`config.mk`:
```
export PLATFORM = sky130hd
export DESIGN_NAME = bht_update_ctrl_flat
export DESIGN_NICKNAME = d
export VERILOG_FILES = /design/src/rtl/bht_pkg.sv /design/src/rtl/bht_update_ctrl_if.sv /design/src/rtl/bht_upd_fifo.sv /design/src/rtl/bht_update_ctrl.sv /design/src/flat_wrapper.sv
export SDC_FILE = /design/constraint.sdc
export NUM_CORES = 1
export LEC_CHECK = 0
export CORE_MARGIN = 3
export CORE_UTILIZATION = 60
export DETAILED_ROUTE_END_ITERATION = 10
export DONT_BUFFER_PORTS = 1
export PLACE_DENSITY = 0.8
export SYNTH_ARGS = -nofsm -noshare
export SYNTH_HDL_FRONTEND = slang
export SYNTH_HIERARCHICAL = 1
export SYNTH_SLANG_ARGS = --single-unit
```
`constraint.sdc`:
```
create_clock -name clk -period 8.6 [get_ports clk]
set_clock_uncertainty 0.1 [all_clocks]
set_input_delay 1.72 -clock clk [delete_from_list [all_inputs] [get_ports clk]]
set_output_delay 1.72 -clock clk [all_outputs]
set_load 0.02 [all_outputs]
```
`src/rtl/bht_pkg.sv`:
```
// ============================================================================
// Module  : bht_pkg
// Brief   : Shared types for the BHT update controller: FSM state encoding,
//           2-bit counter encodings, default index width, FIFO entry struct
//           and the saturating-counter step function.
// Revision: 1.0 - initial release
// ============================================================================
`default_nettype none

package bht_pkg;

    // Controller states: table clear sweep, waiting, read, write-back
    typedef enum logic [1:0] {
        S_INIT = 2'd0,
        S_IDLE = 2'd1,
        S_RD   = 2'd2,
        S_WR   = 2'd3
    } bht_state_e;

    // 2-bit saturating counter encodings
    localparam logic [1:0] CTR_SNT = 2'b00;  // strongly not-taken
    localparam logic [1:0] CTR_WNT = 2'b01;  // weakly not-taken
    localparam logic [1:0] CTR_WT  = 2'b10;  // weakly taken
    localparam logic [1:0] CTR_ST  = 2'b11;  // strongly taken

    // Default table index width (2**11 entries)
    localparam int BHT_IDX_W_DEF = 11;

    // Widest index a 32-bit word-aligned PC can supply (pc[31:2]); the entry
    // struct is sized for it so one type serves every IDX_W.
    localparam int BHT_IDX_W_MAX = 30;

    // One queued update: table index and resolved direction
    typedef struct packed {
        logic [BHT_IDX_W_MAX-1:0] idx;
        logic                     taken;
    } bht_entry_t;

    // Step a counter one position toward the resolved direction, saturating
    function automatic logic [1:0] bht_sat_next(input logic [1:0] ctr, input logic taken);
        logic [1:0] nxt;
        nxt = ctr;
        if (taken) begin
            if (ctr != CTR_ST) begin
                nxt = ctr + 2'd1;
            end
        end else begin
            if (ctr != CTR_SNT) begin
                nxt = ctr - 2'd1;
            end
        end
        return nxt;
    endfunction

endpackage

`default_nettype wire

```
`src/rtl/bht_update_ctrl_if.sv`:
```
// ============================================================================
// Module  : bht_update_ctrl_if
// Brief   : Bundles the MEM-stage resolution bus, the BHT read/write port,
//           the fetch flush/redirect and the status outputs of
//           bht_update_ctrl. The slave modport is the controller's view;
//           the master modport is the surrounding pipeline/storage view.
// Revision: 1.0 - initial release
// ============================================================================
`default_nettype none

interface bht_update_ctrl_if #(
    parameter int IDX_W = bht_pkg::BHT_IDX_W_DEF
);
    // MEM-stage branch resolution
    logic             i_MEM_is_branch_instr;
    logic [31:0]      i_MEM_branch_pc;
    logic             i_MEM_is_take_branch;
    logic [31:0]      i_MEM_target_pc;
    logic [31:0]      i_MEM_pred_next_pc;
    // BHT storage port
    logic [IDX_W-1:0] o_bht_raddr;
    logic [1:0]       i_bht_rdata;
    logic             o_bht_we;
    logic [IDX_W-1:0] o_bht_waddr;
    logic [1:0]       o_bht_wdata;
    // Predictor / fetch control
    logic             o_pred_enable;
    logic             o_flush;
    logic [31:0]      o_redirect_pc;
    logic             o_upd_drop;
    // Statistics
    logic [31:0]      o_stat_branches;
    logic [31:0]      o_stat_mispred;

    modport master (
        output i_MEM_is_branch_instr, i_MEM_branch_pc, i_MEM_is_take_branch,
               i_MEM_target_pc, i_MEM_pred_next_pc, i_bht_rdata,
        input  o_bht_raddr, o_bht_we, o_bht_waddr, o_bht_wdata, o_pred_enable,
               o_flush, o_redirect_pc, o_upd_drop, o_stat_branches, o_stat_mispred
    );

    modport slave (
        input  i_MEM_is_branch_instr, i_MEM_branch_pc, i_MEM_is_take_branch,
               i_MEM_target_pc, i_MEM_pred_next_pc, i_bht_rdata,
        output o_bht_raddr, o_bht_we, o_bht_waddr, o_bht_wdata, o_pred_enable,
               o_flush, o_redirect_pc, o_upd_drop, o_stat_branches, o_stat_mispred
    );

endinterface

`default_nettype wire

```
`src/rtl/bht_upd_fifo.sv`:
```
// ============================================================================
// Module  : bht_upd_fifo
// Brief   : Synchronous FIFO of pending BHT updates. A push while full is
//           accepted only when a pop happens in the same cycle; otherwise it
//           is ignored (the caller reports the drop). Head is read
//           combinationally from the storage array.
// Revision: 1.0 - initial release
// ============================================================================
`default_nettype none

module bht_upd_fifo
    import bht_pkg::*;
#(
    parameter int DEPTH = 4   // power of two, >= 2
) (
    input  wire logic                     clk,
    input  wire logic                     reset,
    input  wire logic                     push_i,
    input  wire bht_entry_t               data_i,
    input  wire logic                     pop_i,
    output bht_entry_t                    data_o,
    output logic                          full_o,
    output logic                          empty_o,
    output logic [$clog2(DEPTH):0]        count_o
);

    localparam int             AW       = $clog2(DEPTH);
    localparam logic [AW-1:0]  PTR_ONE  = AW'(1);
    localparam logic [AW:0]    CNT_ONE  = (AW+1)'(1);
    localparam logic [AW:0]    CNT_FULL = (AW+1)'(DEPTH);

    bht_entry_t      mem_q [DEPTH];
    logic [AW-1:0]   wr_ptr_q;
    logic [AW-1:0]   rd_ptr_q;
    logic [AW:0]     count_q;
    logic            w_wr_en;
    logic            w_rd_en;

    assign full_o  = (count_q == CNT_FULL);
    assign empty_o = (count_q == '0);
    assign count_o = count_q;
    assign data_o  = mem_q[rd_ptr_q];

    // The freed slot makes a push-on-full legal when it coincides with a pop
    assign w_wr_en = push_i && (!full_o || pop_i);
    assign w_rd_en = pop_i && !empty_o;

    // Pointer and occupancy tracking
    always_ff @(posedge clk) begin
        if (reset) begin
            wr_ptr_q <= '0;
            rd_ptr_q <= '0;
            count_q  <= '0;
        end else begin
            if (w_wr_en) begin
                wr_ptr_q <= wr_ptr_q + PTR_ONE;
            end
            if (w_rd_en) begin
                rd_ptr_q <= rd_ptr_q + PTR_ONE;
            end
            case ({w_wr_en, w_rd_en})
                2'b10:   count_q <= count_q + CNT_ONE;
                2'b01:   count_q <= count_q - CNT_ONE;
                default: count_q <= count_q;
            endcase
        end
    end

    // Entry storage; contents are only meaningful between push and pop
    always_ff @(posedge clk) begin
        if (w_wr_en) begin
            mem_q[wr_ptr_q] <= data_i;
        end
    end

endmodule

`default_nettype wire

```
`src/rtl/bht_update_ctrl.sv`:
```
// ============================================================================
// Module  : bht_update_ctrl
// Brief   : Sole writer of the 2-bit branch history table. Clears the table
//           after reset, queues MEM-stage branch resolutions and applies
//           saturating-counter updates by read-modify-write (one per two
//           cycles). Detects mispredictions and issues a registered
//           flush/redirect to fetch.
//           Optional: define BHT_UPDATE_CTRL_STATS_EN to build the resolved
//           branch / misprediction counters (otherwise they read 0).
// Revision: 1.0 - initial release
// ============================================================================
`default_nettype none

module bht_update_ctrl
    import bht_pkg::*;
#(
    parameter int         IDX_W      = BHT_IDX_W_DEF,  // table has 2**IDX_W entries
    parameter int         FIFO_DEPTH = 4,              // power of two, >= 2
    parameter logic [1:0] INIT_STATE = CTR_WNT         // value written by the clear sweep
) (
    input  wire logic          clk,
    input  wire logic          reset,
    bht_update_ctrl_if.slave   bus
);

    localparam int              CW       = $clog2(FIFO_DEPTH) + 1;
    localparam logic [IDX_W-1:0] IDX_ONE  = IDX_W'(1);
    localparam logic [IDX_W-1:0] IDX_LAST = '1;
    localparam logic [CW-1:0]   CNT_ONE  = CW'(1);

    bht_state_e        state_q;
    logic [IDX_W-1:0]  sweep_idx_q;
    logic              pred_en_q;
    logic              flush_q;
    logic [31:0]       redirect_q;
    logic              drop_q;

    bht_entry_t        w_push_entry;
    bht_entry_t        w_head;
    logic [IDX_W-1:0]  w_head_idx;
    logic              w_push_req;
    logic              w_pop;
    logic              w_full;
    logic              w_empty;
    logic [CW-1:0]     w_count;
    logic              w_drop;
    logic [31:0]       w_actual_next;
    logic              w_mispredict;
    logic              w_we;
    logic [IDX_W-1:0]  w_waddr;
    logic [1:0]        w_wdata;

    // ------------------------------------------------------------------
    // Update queue
    // ------------------------------------------------------------------
    // Branches resolved during the clear sweep are neither queued nor drops
    assign w_push_req = bus.i_MEM_is_branch_instr && (state_q != S_INIT);
    assign w_pop      = (state_q == S_WR);
    assign w_drop     = w_push_req && w_full && !w_pop;

    // Build the queued entry from the branch PC word index and outcome
    always_comb begin
        w_push_entry                  = '0;
        w_push_entry.idx[IDX_W-1:0]   = bus.i_MEM_branch_pc[IDX_W+1:2];
        w_push_entry.taken            = bus.i_MEM_is_take_branch;
    end

    bht_upd_fifo #(
        .DEPTH   (FIFO_DEPTH)
    ) u_fifo (
        .clk     (clk),
        .reset   (reset),
        .push_i  (w_push_req),
        .data_i  (w_push_entry),
        .pop_i   (w_pop),
        .data_o  (w_head),
        .full_o  (w_full),
        .empty_o (w_empty),
        .count_o (w_count)
    );

    assign w_head_idx = w_head.idx[IDX_W-1:0];

    // Index bits above IDX_W are always zero in queued entries
    if (IDX_W < BHT_IDX_W_MAX) begin : g_idx_pad
        logic w_unused_idx_hi;
        assign w_unused_idx_hi = ^w_head.idx[BHT_IDX_W_MAX-1:IDX_W];
    end

    // ------------------------------------------------------------------
    // BHT port
    // ------------------------------------------------------------------
    // The read address follows the queue head, so the RD cycle re-reads it
    // after any write to the same index in the preceding WR cycle.
    assign bus.o_bht_raddr = w_head_idx;

    // Write port decode: sweep value in INIT, saturated counter in WR
    always_comb begin
        w_we    = 1'b0;
        w_waddr = sweep_idx_q;
        w_wdata = INIT_STATE;
        case (state_q)
            S_INIT: begin
                w_we = 1'b1;
            end
            S_WR: begin
                w_we    = 1'b1;
                w_waddr = w_head_idx;
                w_wdata = bht_sat_next(bus.i_bht_rdata, w_head.taken);
            end
            default: begin
                w_we = 1'b0;
            end
        endcase
    end

    // No table write may escape while reset is held
    assign bus.o_bht_we    = w_we && !reset;
    assign bus.o_bht_waddr = w_waddr;
    assign bus.o_bht_wdata = w_wdata;

    // Controller FSM: clear sweep, then read-modify-write per queued entry
    always_ff @(posedge clk) begin
        if (reset) begin
            state_q     <= S_INIT;
            sweep_idx_q <= '0;
            pred_en_q   <= 1'b0;
        end else begin
            case (state_q)
                S_INIT: begin
                    sweep_idx_q <= sweep_idx_q + IDX_ONE;
                    if (sweep_idx_q == IDX_LAST) begin
                        state_q   <= S_IDLE;
                        pred_en_q <= 1'b1;
                    end
                end
                S_IDLE: begin
                    if (!w_empty) begin
                        state_q <= S_RD;
                    end
                end
                S_RD: begin
                    state_q <= S_WR;
                end
                S_WR: begin
                    // Another entry remains if more than the popped one was
                    // queued, or a new one arrives together with the pop
                    if ((w_count > CNT_ONE) || w_push_req) begin
                        state_q <= S_RD;
                    end else begin
                        state_q <= S_IDLE;
                    end
                end
                default: begin
                    state_q <= S_INIT;
                end
            endcase
        end
    end

    assign bus.o_pred_enable = pred_en_q;

    // ------------------------------------------------------------------
    // Misprediction detection and fetch redirect
    // ------------------------------------------------------------------
    assign w_actual_next = bus.i_MEM_is_take_branch ? bus.i_MEM_target_pc
                                                    : (bus.i_MEM_branch_pc + 32'd4);
    assign w_mispredict  = bus.i_MEM_is_branch_instr &&
                           (w_actual_next != bus.i_MEM_pred_next_pc);

    // Registered flush pulse, held redirect target and drop pulse
    always_ff @(posedge clk) begin
        if (reset) begin
            flush_q    <= 1'b0;
            redirect_q <= 32'd0;
            drop_q     <= 1'b0;
        end else begin
            flush_q <= w_mispredict;
            drop_q  <= w_drop;
            if (w_mispredict) begin
                redirect_q <= w_actual_next;
            end
        end
    end

    assign bus.o_flush       = flush_q;
    assign bus.o_redirect_pc = redirect_q;
    assign bus.o_upd_drop    = drop_q;

    // ------------------------------------------------------------------
    // Statistics
    // ------------------------------------------------------------------
`ifdef BHT_UPDATE_CTRL_STATS_EN
    logic [31:0] stat_br_q;
    logic [31:0] stat_mis_q;

    // Wrap-around event counters, active in every state including INIT
    always_ff @(posedge clk) begin
        if (reset) begin
            stat_br_q  <= 32'd0;
            stat_mis_q <= 32'd0;
        end else begin
            if (bus.i_MEM_is_branch_instr) begin
                stat_br_q <= stat_br_q + 32'd1;
            end
            if (w_mispredict) begin
                stat_mis_q <= stat_mis_q + 32'd1;
            end
        end
    end

    assign bus.o_stat_branches = stat_br_q;
    assign bus.o_stat_mispred  = stat_mis_q;
`else
    assign bus.o_stat_branches = 32'd0;
    assign bus.o_stat_mispred  = 32'd0;
`endif

endmodule

`default_nettype wire

```
`src/flat_wrapper.sv`:
```
// flat-port wrapper written by rule: the top's interface ports become plain ports
module bht_update_ctrl_flat import bht_pkg::*;
#(
    parameter int         IDX_W      = BHT_IDX_W_DEF,                               
    parameter int         FIFO_DEPTH = 4,                                   
    parameter logic [1:0] INIT_STATE = CTR_WNT                                            
)
  (clk, reset, bus_i_MEM_is_branch_instr, bus_i_MEM_branch_pc, bus_i_MEM_is_take_branch, bus_i_MEM_target_pc, bus_i_MEM_pred_next_pc, bus_i_bht_rdata, bus_o_bht_raddr, bus_o_bht_we, bus_o_bht_waddr, bus_o_bht_wdata, bus_o_pred_enable, bus_o_flush, bus_o_redirect_pc, bus_o_upd_drop, bus_o_stat_branches, bus_o_stat_mispred);
  bht_update_ctrl_if #(.IDX_W(IDX_W)) bus_i ();
  input  wire logic clk;
  input  wire logic reset;
  input wire logic [$bits(bus_i.i_MEM_is_branch_instr)-1:0] bus_i_MEM_is_branch_instr;
  input wire logic [$bits(bus_i.i_MEM_branch_pc)-1:0] bus_i_MEM_branch_pc;
  input wire logic [$bits(bus_i.i_MEM_is_take_branch)-1:0] bus_i_MEM_is_take_branch;
  input wire logic [$bits(bus_i.i_MEM_target_pc)-1:0] bus_i_MEM_target_pc;
  input wire logic [$bits(bus_i.i_MEM_pred_next_pc)-1:0] bus_i_MEM_pred_next_pc;
  input wire logic [$bits(bus_i.i_bht_rdata)-1:0] bus_i_bht_rdata;
  output wire logic [$bits(bus_i.o_bht_raddr)-1:0] bus_o_bht_raddr;
  output wire logic [$bits(bus_i.o_bht_we)-1:0] bus_o_bht_we;
  output wire logic [$bits(bus_i.o_bht_waddr)-1:0] bus_o_bht_waddr;
  output wire logic [$bits(bus_i.o_bht_wdata)-1:0] bus_o_bht_wdata;
  output wire logic [$bits(bus_i.o_pred_enable)-1:0] bus_o_pred_enable;
  output wire logic [$bits(bus_i.o_flush)-1:0] bus_o_flush;
  output wire logic [$bits(bus_i.o_redirect_pc)-1:0] bus_o_redirect_pc;
  output wire logic [$bits(bus_i.o_upd_drop)-1:0] bus_o_upd_drop;
  output wire logic [$bits(bus_i.o_stat_branches)-1:0] bus_o_stat_branches;
  output wire logic [$bits(bus_i.o_stat_mispred)-1:0] bus_o_stat_mispred;
  assign bus_i.i_MEM_is_branch_instr = bus_i_MEM_is_branch_instr;
  assign bus_i.i_MEM_branch_pc = bus_i_MEM_branch_pc;
  assign bus_i.i_MEM_is_take_branch = bus_i_MEM_is_take_branch;
  assign bus_i.i_MEM_target_pc = bus_i_MEM_target_pc;
  assign bus_i.i_MEM_pred_next_pc = bus_i_MEM_pred_next_pc;
  assign bus_i.i_bht_rdata = bus_i_bht_rdata;
  assign bus_o_bht_raddr = bus_i.o_bht_raddr;
  assign bus_o_bht_we = bus_i.o_bht_we;
  assign bus_o_bht_waddr = bus_i.o_bht_waddr;
  assign bus_o_bht_wdata = bus_i.o_bht_wdata;
  assign bus_o_pred_enable = bus_i.o_pred_enable;
  assign bus_o_flush = bus_i.o_flush;
  assign bus_o_redirect_pc = bus_i.o_redirect_pc;
  assign bus_o_upd_drop = bus_i.o_upd_drop;
  assign bus_o_stat_branches = bus_i.o_stat_branches;
  assign bus_o_stat_mispred = bus_i.o_stat_mispred;
  bht_update_ctrl #(.IDX_W(IDX_W), .FIFO_DEPTH(FIFO_DEPTH), .INIT_STATE(INIT_STATE)) u_core (.clk(clk), .reset(reset), .bus(bus_i));
endmodule
```
== Word level (Yosys, flattened, before mapping) ==
Memory sizes are Yosys's and may differ from the RTL's. A register that Yosys moved wholly into a read port is not among the register bits.
Index checks and enable logic that the tools add are counted.
W data, S select, Z words.
Cells by class
  add/sub/neg operators: 8
  $lt $le $gt $ge: 1
  equal/unequal tests: 11
  multiplexer cells: 16
  reductions and logical operators: 21
Operator list (count)
  $add A32 B3 Y32 const B: 1
  $mux W32: 1
  $ne A32 B32 Y1: 1
  $mux W2: 9
  $add A11 B1 Y11 const B: 1
  $eq A11 B11 Y1 const B: 1
  $mux W11: 1
  $pmux W2 S4: 1
  $logic_and A1 B1 Y1: 7
  $add A2 B1 Y2 const B: 3
  $eq A2 B2 Y1 const B: 3
  $pmux W3 S2: 1
  $reduce_bool A2 Y1: 3
  $eq A2 B1 Y1 const B: 2
  $logic_not A1 Y1: 4
  $ne A2 B2 Y1 const B: 2
  $reduce_and A2 Y1: 2
  $add A3 B1 Y3 const B: 1
  $eq A3 B3 Y1 const B: 1
  $gt A3 B1 Y1 const B: 1
  $logic_not A3 Y1: 1
  $mux W1: 3
  $sub A3 B1 Y3 const B: 1
  $logic_not A2 Y1: 1
  4 further kinds: 5
Storage, ports and cells
  register bits: 55
  RAM bits: 48
  input port bits: 102
  output and inout bits: 124
  word-level logic and storage cells: 67
  memories: 1
Memory list
  u_core.u_fifo.mem_q: words 4, width 12, rd ports 1, clocked after memory_dff 1, wr ports 1, RTL line bht_upd_fifo.sv:32  | bht_entry_t mem_q [DEPTH];

== Logic depth before layout (Yosys ltp) ==
  depth after elaboration: 6
  mapped depth: 13
  depth with buffers taken out: 11

== Cells and area by module ==
Netlist, hierarchy kept.
Modules (own cells, without submodules)
  bht_update_ctrl: times used 1, cells each 669, area each 5151.2 um^2, seq. area each 960.9 um^2
  bht_upd_fifo: times used 1, cells each 215, area each 4966.0 um^2, seq. area each 3903.7 um^2

== Worst setup path before layout ==
Ideal clock, no wire load.
  path type: input-to-reg
  start: input bus_i_MEM_branch_pc[5]
  end: register u_core.redirect_q[12] (netlist: u_core/bus.o_redirect_pc[12])
  setup time: 0.121 ns
  arrival: 4.581 ns
  data required time: 8.379 ns
  slack: 3.798 ns
  stages on the path: 12
  path buffers: 3
  cell sequence: buf_2 > nand3_1 > or4_1 > buf_2 > xnor2_1 > nand2b_1 > a221o_1 > nor4_2 > nand4bb_2 > o21ai_4 > buf_12 > mux2_4
On the way
  cells in the longest elaborated chain, start to end: 4
RTL lines
  from (decl): RTL line flat_wrapper.sv:13  | input wire logic [$bits(bus_i.i_MEM_branch_pc)-1:0] bus_i_MEM_branch_pc;
  $add A32 B3 Y32 (*): RTL line bht_update_ctrl.sv:167  | : (bus.i_MEM_branch_pc + 32'd4);
  $mux W32 (*): RTL line bht_update_ctrl.sv:166  | assign w_actual_next = bus.i_MEM_is_take_branch ? bus.i_MEM_target_pc
  $ne A32 B32 Y1: RTL line bht_update_ctrl.sv:169  | (w_actual_next != bus.i_MEM_pred_next_pc);
  $logic_and A1 B1 Y1: RTL line bht_update_ctrl.sv:168  | assign w_mispredict = bus.i_MEM_is_branch_instr &&
  to (signal assigned): RTL line bht_update_ctrl.sv:181  | redirect_q <= w_actual_next;
  to (decl): RTL line bht_update_ctrl.sv:35  | logic [31:0] redirect_q;
Every way passes the cells marked *; elsewhere a longest branch is shown, timed or not.
A chain may end at the register's enable or synchronous reset.

== Worst setup path in the final report ==
  start: input bus_i_MEM_branch_pc[2]
  end: register u_core.redirect_q[31] (netlist: u_core/bus.o_redirect_pc[31])
The elaborated chain is that of the path after synthesis.

==> metrics.md <==
| Metric | Value |
|---|---|
| WP data required | 8.74 ns |
| Worst-margin pin slew | 0.971 ns |
| Slowest CP cell | nor4_2 |
| Via-per-instance ratio | 6.37 |
| Number of global-route vias before repair | 5,640 |
| YS warnings | 6 |
| Worst R2R Path Depth | 9 |
| Setup TNS | 0 ns |
| PwrDens | 163 nW/um2 |
| Remaining antenna violation count | 0 |
| PortBufs | 0 |
| Reg area | 2580 um2 |
| Die X | 117 um |
| FF-to-FF End | u_core/u_fifo/count_o[2] |
| First-pass GRT wire length | 31.8 mm |
| Starting Density | 63.1% |
| End of the critical path | u_core/bus.o_redirect_pc[31] |
| WP depth | 10 |
| Iter 0 DRT Violations | 592 |
| CP Buf/Inv Count | 0 |
| Worst Hold Class | flop to flop |
| Overall power | 1.20 mW |
| Met2 wire len | 10.3 mm |
| Fin cells | 899 |
| CTS tree | built |
| Io pins | 226 |
| Placed cells | 883 |
| Postcts setup bufs | 0 |
| Number of buffers created by CTS | 9 |
| CP startpoint kind | input pin |
| Total number of vias | 5,731 |
| R2r setup slk | 5.59 ns |
| Arrival time worst endpoint | 5.90 ns |
| Clock buffer depth | 2 |
| Ant. Diodes | 0 |
| DIE HEIGHT | 117 um |
| Footprint of the multi-input gates | 4240 um2 |
| Worst-Skew Late Latency | 0.35 ns |
| RD Place Congestion | 0.961 |
| Number of setup violations in the final report | 0 |
| Maximum vdd drop | 0.112 mV |
| Die area | 13,700 um2 |
| Synth Instances | 787 |
| Number of max-cap violations | 0 |
| Hold Worst Slack | 0.408 ns |
| Syn avg cell area | 9.39 um2 |
| WL met1 | 7.83 mm |
| Largest net degree at the start of global routing | 82 |
| Final Cycle Share | 67.0% |
| Met3 routed WL | 2.43 mm |
| Pins Over Slew Limit | 0 |
| RSZ-0062 raised after global routing | false |
| Clock root cell | clkbuf_16 |
| Max Fclk | 174 MHz |
| CTS Hold Bufs | 0 |
| Resize count post-CTS | 0 |
| GRT Total Usage | 31.3% |
| Row count | 39 |
| DRC Markers | 0 |
| Crit-path cells | ha_1 -> nand3_1 -> nor4_2 -> a311oi_1 -> a221oi_1 -> o22ai_1 -> nor4_2 -> nand4bb_2 -> o21ai_4 -> mux2_2 |
| Fillers | 992 |
| Worst reg2reg startpoint | u_core/state_q[0] |
| Layout cell share with drive strength beyond 1 | 11.0% |
| Wire per inst | 24.0 um |
| Fin. Hold Viols | 0 |
| Slowest stage delay, CP | 0.93 ns |
| Synth Cell Area | 7390 um2 |
| Detail Placement HPWL | 17.0 mm |
| # clock sinks | 105 |
| Total grt overflow | 0 |
| Leak | 2.58 nW |
| Max-slew headroom | 35.0% |
| Crit-path leading delay family | simple AND/OR/NAND/NOR gates |
| Critical Path Source | bus_i_MEM_branch_pc[2] |
| Final net count | 865 |
| Clock transition at path regs | 0.07 ns |
| Antenna violations before repair | 0 |
| CTS H-tree lvls | 3 |
| Post-Place Worst Slack | 2.57 ns |
| Final worst setup slack | 2.84 ns |
| Critical-path maximum fanout | 26 |
| CP most frequent cell | nor4_2 |
| Drt total wl | 21.6 mm |
| Top sig layer | met4 |
| Area growth syn-to-layout | -0.186% |
| Status | finished, final reports clean |
| Core Footprint | 11,700 um2 |
| Post-layout min period | 5.76 ns |
| Crit path kind | input pin to flop |
| Pre-antenna DRT Iters | 5 |
| Worst Setup End Kind | flop |
==> flip-flops by register name, summed over array words and instances, names as in the netlist, 2 cells and up, named ones only <==
name / count
u_core/u_fifo/mem_q: 48
u_core/state_q: 2
u_core/u_fifo/count_o: 3
u_core/sweep_idx_q: 11
u_core/u_fifo/rd_ptr_q: 2
u_core/u_fifo/wr_ptr_q: 2
u_core/bus.o_redirect_pc: 32
==> worst min path at each step <==
stage | startpoint | endpoint | cells past startpoint
6_report | u_core/sweep_idx_q[5] | u_core/sweep_idx_q[5] | 2
5_1_grt | u_core/sweep_idx_q[5] | u_core/sweep_idx_q[5] | 2
4_1_cts | u_core/sweep_idx_q[5] | u_core/sweep_idx_q[5] | 2
3_5_place_dp | u_core/sweep_idx_q[5] | u_core/sweep_idx_q[5] | 2
3_3_place_gp | u_core/u_fifo/rd_ptr_q[1] | u_core/u_fifo/rd_ptr_q[1] | 2
2_1_floorplan | u_core/u_fifo/rd_ptr_q[1] | flop | 2
==> layout by cell type (no fill, tap or decap), types with 19 or more instances in the layout <==
master	n
xnor2_1	47
inv_1	25
nand2_1	46
nor2b_1	25
nor3_1	19
o21ai_0	25
nand2b_1	27
nor2_1	76
a21oi_1	26
nand4_1	20
dfxtp_1	57
xor2_1	24
edfxtp_1	48
conb_1	64
mux2_2	22
==> area by class of cell <==
| type | count | area share (%) |
|---|---|---|
| Sequential cell | 105 | 35.0 |
| Multi-Input combinational cell | 610 | 57.5 |
| Clock buffer | 10 | 3.10 |
| Inverter | 25 | 1.27 |
| Clock inverter | 6 | 0.712 |
| Tap cell | 143 | 2.43 |
==> per-layer routing <==
metal	track usage [%]	up-vias
met5	0	-
met4	13.5	0
met3	12.1	56
met2	51.1	292
met1	36.8	2774
li1	-	2609
==> power by group <==
group	leakage (nW)	switching (mW)	internal (mW)
Combinational	1.55	0.140	0.0848
Sequential	0.898	0.0352	0.548
Clock	0.131	0.191	0.201
==> tightest hold or removal path: stages (launching register included) <==
cell     delay [ns]
dfxtp_1        0.33
o21ai_0        0.08
a21oi_1        0.06
==> through the flow <==
| step | utilization (%) | instance area [um2] |
|---|---|---|
| after floorplan | - | 7630 |
| after global placement | 60.6 | 7100 |
| after detailed placement | 60.6 | 7100 |
| after CTS | 63.0 | 7380 |
| after global routing | 63.0 | 7380 |
| final | 63.0 | 7380 |
Power figures use the tool's default switching activity.
